<file path="config.mk">
export PLATFORM = sky130hd
export DESIGN_NAME = mem_port_arbiter
export DESIGN_NICKNAME = d
export VERILOG_FILES = /design/src/rtl/mem_port_arbiter.sv
export SDC_FILE = /design/constraint.sdc
export NUM_CORES = 1
export LEC_CHECK = 0
export ABC_CLOCK_PERIOD_IN_PS = 5100
export CAP_MARGIN = 20
export CELL_PAD_IN_SITES_DETAIL_PLACEMENT = 0
export CELL_PAD_IN_SITES_GLOBAL_PLACEMENT = 1
export CORE_ASPECT_RATIO = 1.4
export CORE_MARGIN = 5
export CORE_UTILIZATION = 35
export CTS_CLUSTER_DIAMETER = 150
export DETAILED_ROUTE_END_ITERATION = 8
export PLACE_DENSITY_LB_ADDON = 0.12
export RECOVER_POWER = 100
export SETUP_SLACK_MARGIN = 0.2
export SKIP_LAST_GASP = 1
export SLEW_MARGIN = 10
export SYNTH_ARGS = -nofsm -noshare
export SYNTH_HDL_FRONTEND = slang
export SYNTH_SLANG_ARGS = --single-unit
</file>
<file path="constraint.sdc">
create_clock -name clk -period 5.1 [get_ports clk]
set_input_delay 0.765 -clock clk [delete_from_list [all_inputs] [get_ports clk]]
set_output_delay 0.765 -clock clk [all_outputs]
set_load 0.005 [all_outputs]
</file>
<file path="src/rtl/mem_port_arbiter.sv">
// mem_port_arbiter
// Shares one single-port memory between instruction fetch (read-only) and the
// MEM stage (read/write with byte masks). Each access runs IDLE -> BUSY_x ->
// RESP, with mem_* driven from registers for the whole BUSY phase, a one-cycle
// done pulse in RESP, and an abort with err if the memory never acknowledges.
// Fetch is protected from starvation by a cap on consecutive data grants made
// while fetch is waiting.
module mem_port_arbiter #(
    parameter int MAX_D_STREAK = 4,
    parameter int ACK_TIMEOUT  = 16
) (
    input  logic        clk,
    input  logic        rst,
    input  logic        if_req,
    input  logic [31:0] if_addr,
    output logic        if_done,
    output logic [31:0] if_rdata,
    input  logic        d_req,
    input  logic        d_wr,
    input  logic [31:0] d_addr,
    input  logic [31:0] d_wdata,
    input  logic [3:0]  d_wmask,
    input  logic [3:0]  d_rmask,
    output logic        d_done,
    output logic [31:0] d_rdata,
    output logic        err,
    output logic        mem_ce,
    output logic        mem_wr,
    output logic        mem_rr,
    output logic [31:0] mem_addr,
    output logic [31:0] mem_wdata,
    output logic [3:0]  mem_wmask,
    output logic [3:0]  mem_rmask,
    input  logic [31:0] mem_rdata,
    input  logic        mem_ack,
    output logic        stall_if,
    output logic        stall_mem
);

    typedef enum logic [1:0] {
        ST_IDLE,
        ST_BUSY_I,
        ST_BUSY_D,
        ST_RESP
    } state_t;

    localparam logic [3:0] STREAK_LIMIT = 4'(MAX_D_STREAK);
    // The abort fires on the last allowed BUSY cycle so that exactly
    // ACK_TIMEOUT cycles of mem_ce are seen before done/err.
    localparam logic [7:0] TIMEOUT_LAST = 8'(ACK_TIMEOUT - 1);

    state_t      state_reg;
    logic [3:0]  d_streak_reg;
    logic [7:0]  timeout_reg;
    logic        if_done_reg;
    logic        d_done_reg;
    logic        err_reg;
    logic [31:0] if_rdata_reg;
    logic [31:0] d_rdata_reg;
    logic        mem_ce_reg;
    logic        mem_wr_reg;
    logic        mem_rr_reg;
    logic [31:0] mem_addr_reg;
    logic [31:0] mem_wdata_reg;
    logic [3:0]  mem_wmask_reg;
    logic [3:0]  mem_rmask_reg;

    logic        grant_d;
    logic        grant_i;
    logic        busy_end;

    // IDLE-cycle arbitration: data wins contention until its streak hits the cap
    always_comb begin
        grant_d = 1'b0;
        grant_i = 1'b0;
        if (state_reg == ST_IDLE) begin
            if (d_req && !(if_req && (d_streak_reg == STREAK_LIMIT))) begin
                grant_d = 1'b1;
            end else if (if_req) begin
                grant_i = 1'b1;
            end
        end
    end

    // An access ends on ack, or on the final timeout cycle without one
    assign busy_end = mem_ack || (timeout_reg == TIMEOUT_LAST);

    // Access sequencer: state, memory drive, completion pulses and read data
    always_ff @(posedge clk or negedge rst) begin
        if (!rst) begin
            state_reg     <= ST_IDLE;
            timeout_reg   <= '0;
            if_done_reg   <= 1'b0;
            d_done_reg    <= 1'b0;
            err_reg       <= 1'b0;
            if_rdata_reg  <= '0;
            d_rdata_reg   <= '0;
            mem_ce_reg    <= 1'b0;
            mem_wr_reg    <= 1'b0;
            mem_rr_reg    <= 1'b0;
            mem_addr_reg  <= '0;
            mem_wdata_reg <= '0;
            mem_wmask_reg <= '0;
            mem_rmask_reg <= '0;
        end else begin
            if_done_reg <= 1'b0;
            d_done_reg  <= 1'b0;
            err_reg     <= 1'b0;
            case (state_reg)
                ST_IDLE: begin
                    timeout_reg <= '0;
                    if (grant_d) begin
                        state_reg     <= ST_BUSY_D;
                        mem_ce_reg    <= 1'b1;
                        mem_wr_reg    <= d_wr;
                        mem_rr_reg    <= ~d_wr;
                        mem_addr_reg  <= d_addr;
                        mem_wdata_reg <= d_wdata;
                        mem_wmask_reg <= d_wmask;
                        mem_rmask_reg <= d_rmask;
                    end else if (grant_i) begin
                        state_reg     <= ST_BUSY_I;
                        mem_ce_reg    <= 1'b1;
                        mem_wr_reg    <= 1'b0;
                        mem_rr_reg    <= 1'b1;
                        mem_addr_reg  <= if_addr;
                        mem_wdata_reg <= '0;
                        mem_wmask_reg <= 4'h0;
                        mem_rmask_reg <= 4'hF;
                    end
                end
                ST_BUSY_I, ST_BUSY_D: begin
                    if (busy_end) begin
                        state_reg     <= ST_RESP;
                        mem_ce_reg    <= 1'b0;
                        mem_wr_reg    <= 1'b0;
                        mem_rr_reg    <= 1'b0;
                        mem_addr_reg  <= '0;
                        mem_wdata_reg <= '0;
                        mem_wmask_reg <= '0;
                        mem_rmask_reg <= '0;
                        err_reg       <= ~mem_ack;
                        if (state_reg == ST_BUSY_I) begin
                            if_done_reg <= 1'b1;
                            if (mem_ack) begin
                                if_rdata_reg <= mem_rdata;
                            end
                        end else begin
                            d_done_reg <= 1'b1;
                            if (mem_ack && !mem_wr_reg) begin
                                d_rdata_reg <= mem_rdata;
                            end
                        end
                    end else begin
                        timeout_reg <= timeout_reg + 8'd1;
                    end
                end
                ST_RESP: begin
                    // No arbitration here: a request still held during its
                    // done cycle must not be issued a second time.
                    state_reg <= ST_IDLE;
                end
                default: begin
                    state_reg <= ST_IDLE;
                end
            endcase
        end
    end

    // Fairness streak: counts data grants taken while fetch is waiting
    always_ff @(posedge clk or negedge rst) begin
        if (!rst) begin
            d_streak_reg <= '0;
        end else if (state_reg == ST_IDLE) begin
            if (!if_req || grant_i) begin
                d_streak_reg <= '0;
            end else if (grant_d) begin
                d_streak_reg <= d_streak_reg + 4'd1;
            end
        end
    end

    assign if_done   = if_done_reg;
    assign d_done    = d_done_reg;
    assign err       = err_reg;
    assign if_rdata  = if_rdata_reg;
    assign d_rdata   = d_rdata_reg;
    assign mem_ce    = mem_ce_reg;
    assign mem_wr    = mem_wr_reg;
    assign mem_rr    = mem_rr_reg;
    assign mem_addr  = mem_addr_reg;
    assign mem_wdata = mem_wdata_reg;
    assign mem_wmask = mem_wmask_reg;
    assign mem_rmask = mem_rmask_reg;

    assign stall_if  = if_req & ~if_done_reg;
    assign stall_mem = d_req & ~d_done_reg;

endmodule

</file>
==> results.cfg <==
[layout]
drive_gt1_share_pct = 14.30
diodes = 0
fin_area_sq_mm = 0.009935
nets = 876
finalNonFillerCells = 981
area_growth_pct = 57.54

[power_and_ir_drop]
internal_power_w = 0.003870
p_clk_share_pct = 21.8
comb_power_share_pct = 42.3
swShare_pct = 32.77
p_per_area_mw_per_mm2 = 579.5
power.leakage_nw = 4.634
seqPwrFrac_pct = 35.9
p_switching_w = 0.001887
irDropWorstVdd_v = 0.0003171

[global_route]
grtUsageTotal_pct = 18.51
gr-total-overflow = 0
antenna_found_initial = 0
grt_max_degree = 76
grt_pass1_wl_um = 29630
grt_pass1_vias = 5362

[clocking]
cts_root_buf = clkbuf_16
clk_path_buf_depth = 2
htree_num_levels = 4
clock_sinks = 156
cts_setup_buffers = 0
ctsResizeCount = 0
holdBufCountCts = 0
cts_tree = built
cts_inserted_buffers = 17
path_clk_slew_ns = 0.07
clk_latency_ns = 0.43

[drt]
route.detailed.drc = 0
wl_per_cell_um = 19.57
drt_pass1_iterations = 4
drt-total-wl_um = 19200
vias_per_cell = 4.949
antenna_left = 0
vias = 4855
first_iter_violations = 192

[placed_design]
dpl.hpwl_um = 14220
gp_congestion = 0.7823
port_buffers = 285
dp.cells = 949
dpl_cell_area_sq_mm = 0.009408

[critical_path]
regToRegStartpoint = timeout_reg[5]
cp_slowest_stage_delay_ns = 1.40
cp_num_buf_inv = 2
arrival_ns = 3.56
cp-start-kind = input port
r2r_slack_ns = 1.89
required_ns = 5.41
path_delay_family = buffers and inverters
cpMaxStageDelayCell = clkbuf_1
worst-setup-path-type = in -> reg
path_max_fanout = 32
end_kind = flip-flop
r2r_end = mem_wdata[9]
r2r_cells = 5
crit_chain = dlygate4sd3_1 -> nor4bb_1 -> clkbuf_1 -> mux2_2

[timing]
final-hold-violation-count = 0
setup_tns_ns = 0
rsz0062_at_grt = no
fin_worst_skew_ns = 0.01903
fin_crit_ns = 3.255
setup_violations = 0
min_period_over_period_pct = 63.82
max_freq_ghz = 0.3072
slew_headroom_pct = -60.05
tightest_slew_ns = 2.401
hold_slack_ns = 0.3607
final_max_slew_viol_count = 151

[synth]
ys_types = 37
synth-async-reset-ratio_pct = 100.0
ys_seq_area_share_pct = 61.90
syn_area_sq_mm = 0.006306
postSynthCellCount = 446
synth-main-ff-cell = dfrtp_1
synth_edf_count = 0
synth_fp_nets = 594
yosysWarnings = 0
avgSynthCellArea_sq_um = 14.14
synth-seq-cells = 156

[hold_path]
hp-class = in -> async

[outcome]
violations = max-capacitance violations, max-slew violations
status = complete, but fails checks

[die]
ioPinCount = 286
coreArea_sq_mm = 0.01785
die_area_sq_mm = 0.02084
start_util_pct = 35.32
fp-row-count = 58
die_w_um = 123.4
die_h_um = 168.8

[run]
max_cap_viol_count = 4
==> per-layer routing <==
layer  vias to the layer above  wire, um  global-route usage (%)
met3                        30      2420                   9.726
met4                         0       507                   7.181
met1                      2395      7115                   20.34
met5                         -         0                       0
li1                       2211         -                       -
met2                       219      9155                   30.07
==> cell usage in the layout, fill, tap and decap left out, types with 7 or more instances in the layout <==
master	instances
dfrtp_1	156
clkbuf_16	17
dlygate4sd3_1	146
nand3_1	7
o2bb2ai_1	37
nand2_1	13
nor2_1	13
clkdlybuf4s50_1	138
mux2i_1	36
a22o_1	37
mux2_2	65
==> worst register-to-register path, cell delays in order, from the launching register on <==
cell and delay, ns:
dfrtp_1 0.43, or4_1 0.55, o21ai_0 0.79, o211ai_1 0.45, buf_4 0.47, a22o_1 0.41
==> worst max-delay path by stage <==
stage                        from              end  slack [ns]  cells past startpoint
after floorplan            if_req     mem_addr[26]        2.91                      7
after global placement     if_req      mem_addr[6]        2.15                      6
after detailed placement   if_req    mem_wdata[16]        2.01                      5
after CTS                   d_req        stall_mem        2.18                      3
after global routing          rst  d_streak_reg[0]        1.31                      2
final                     mem_ack      d_rdata[11]        1.85                      4
==> per-stage QoR <==
stage,setup slack [ns],total power [W],utilization (%)
2_1_floorplan,2.905,0.003287,-
3_3_place_gp,2.146,0.004752,52.70
3_5_place_dp,2.011,0.004822,52.70
4_1_cts,2.182,0.006123,55.98
5_1_grt,1.307,0.006165,55.65
6_report,1.845,0.005757,55.65
==> synthesized netlist by cell type (all sizes together) (5+ instances only) <==
| cell type | count | area share [%] |
|---|---|---|
| dfrtp | 156 | 62 |
| mux2 | 65 | 12 |
| a22o | 37 | 5.1 |
| o2bb2ai | 37 | 5.1 |
| mux2i | 36 | 5.7 |
| buf | 20 | 1.8 |
| nor2 | 14 | 0.83 |
| nand2 | 13 | 0.77 |
| clkbuf | 9 | 0.54 |
| nand3 | 8 | 0.63 |
| ha | 6 | 1.2 |
| o21ai | 6 | 0.65 |
| inv | 5 | 0.30 |
| nor2b | 5 | 0.50 |
==> logic make-up (layout without fill, tap and decap cells) <==
logic type	Yosys count	count (layout)	synth area share [%]
compound gates	92	92	12.30
xor+xnor	2	2	0.2778
fa+ha+maj	6	6	1.190
buf+inv	34	329	2.599
flops	156	156	61.90
mux	101	101	17.32
simple gates	55	55	4.405
==> area by class of cell <==
type	count	area [sq um]
fill	1555	7918
tap	240	300.3
multi-input combinational	256	2235
clock buffer	18	439.2
clock inverter	14	146.4
timing repair buffer	292	2892
sequential	156	3904
inverter	5	18.77
==> power groups by stage <==
stage / clock network (W) / logic [W] / registers [W]
6_report: 0.00126 / 0.00243 / 0.00207
5_1_grt: 0.00135 / 0.00267 / 0.00215
4_1_cts: 0.00130 / 0.00272 / 0.00210
3_5_place_dp: 0 / 0.00271 / 0.00211
3_3_place_gp: 0 / 0.00266 / 0.00209
2_1_floorplan: 0 / 0.00116 / 0.00212
Note: power is estimated with default switching activity, not from simulation.
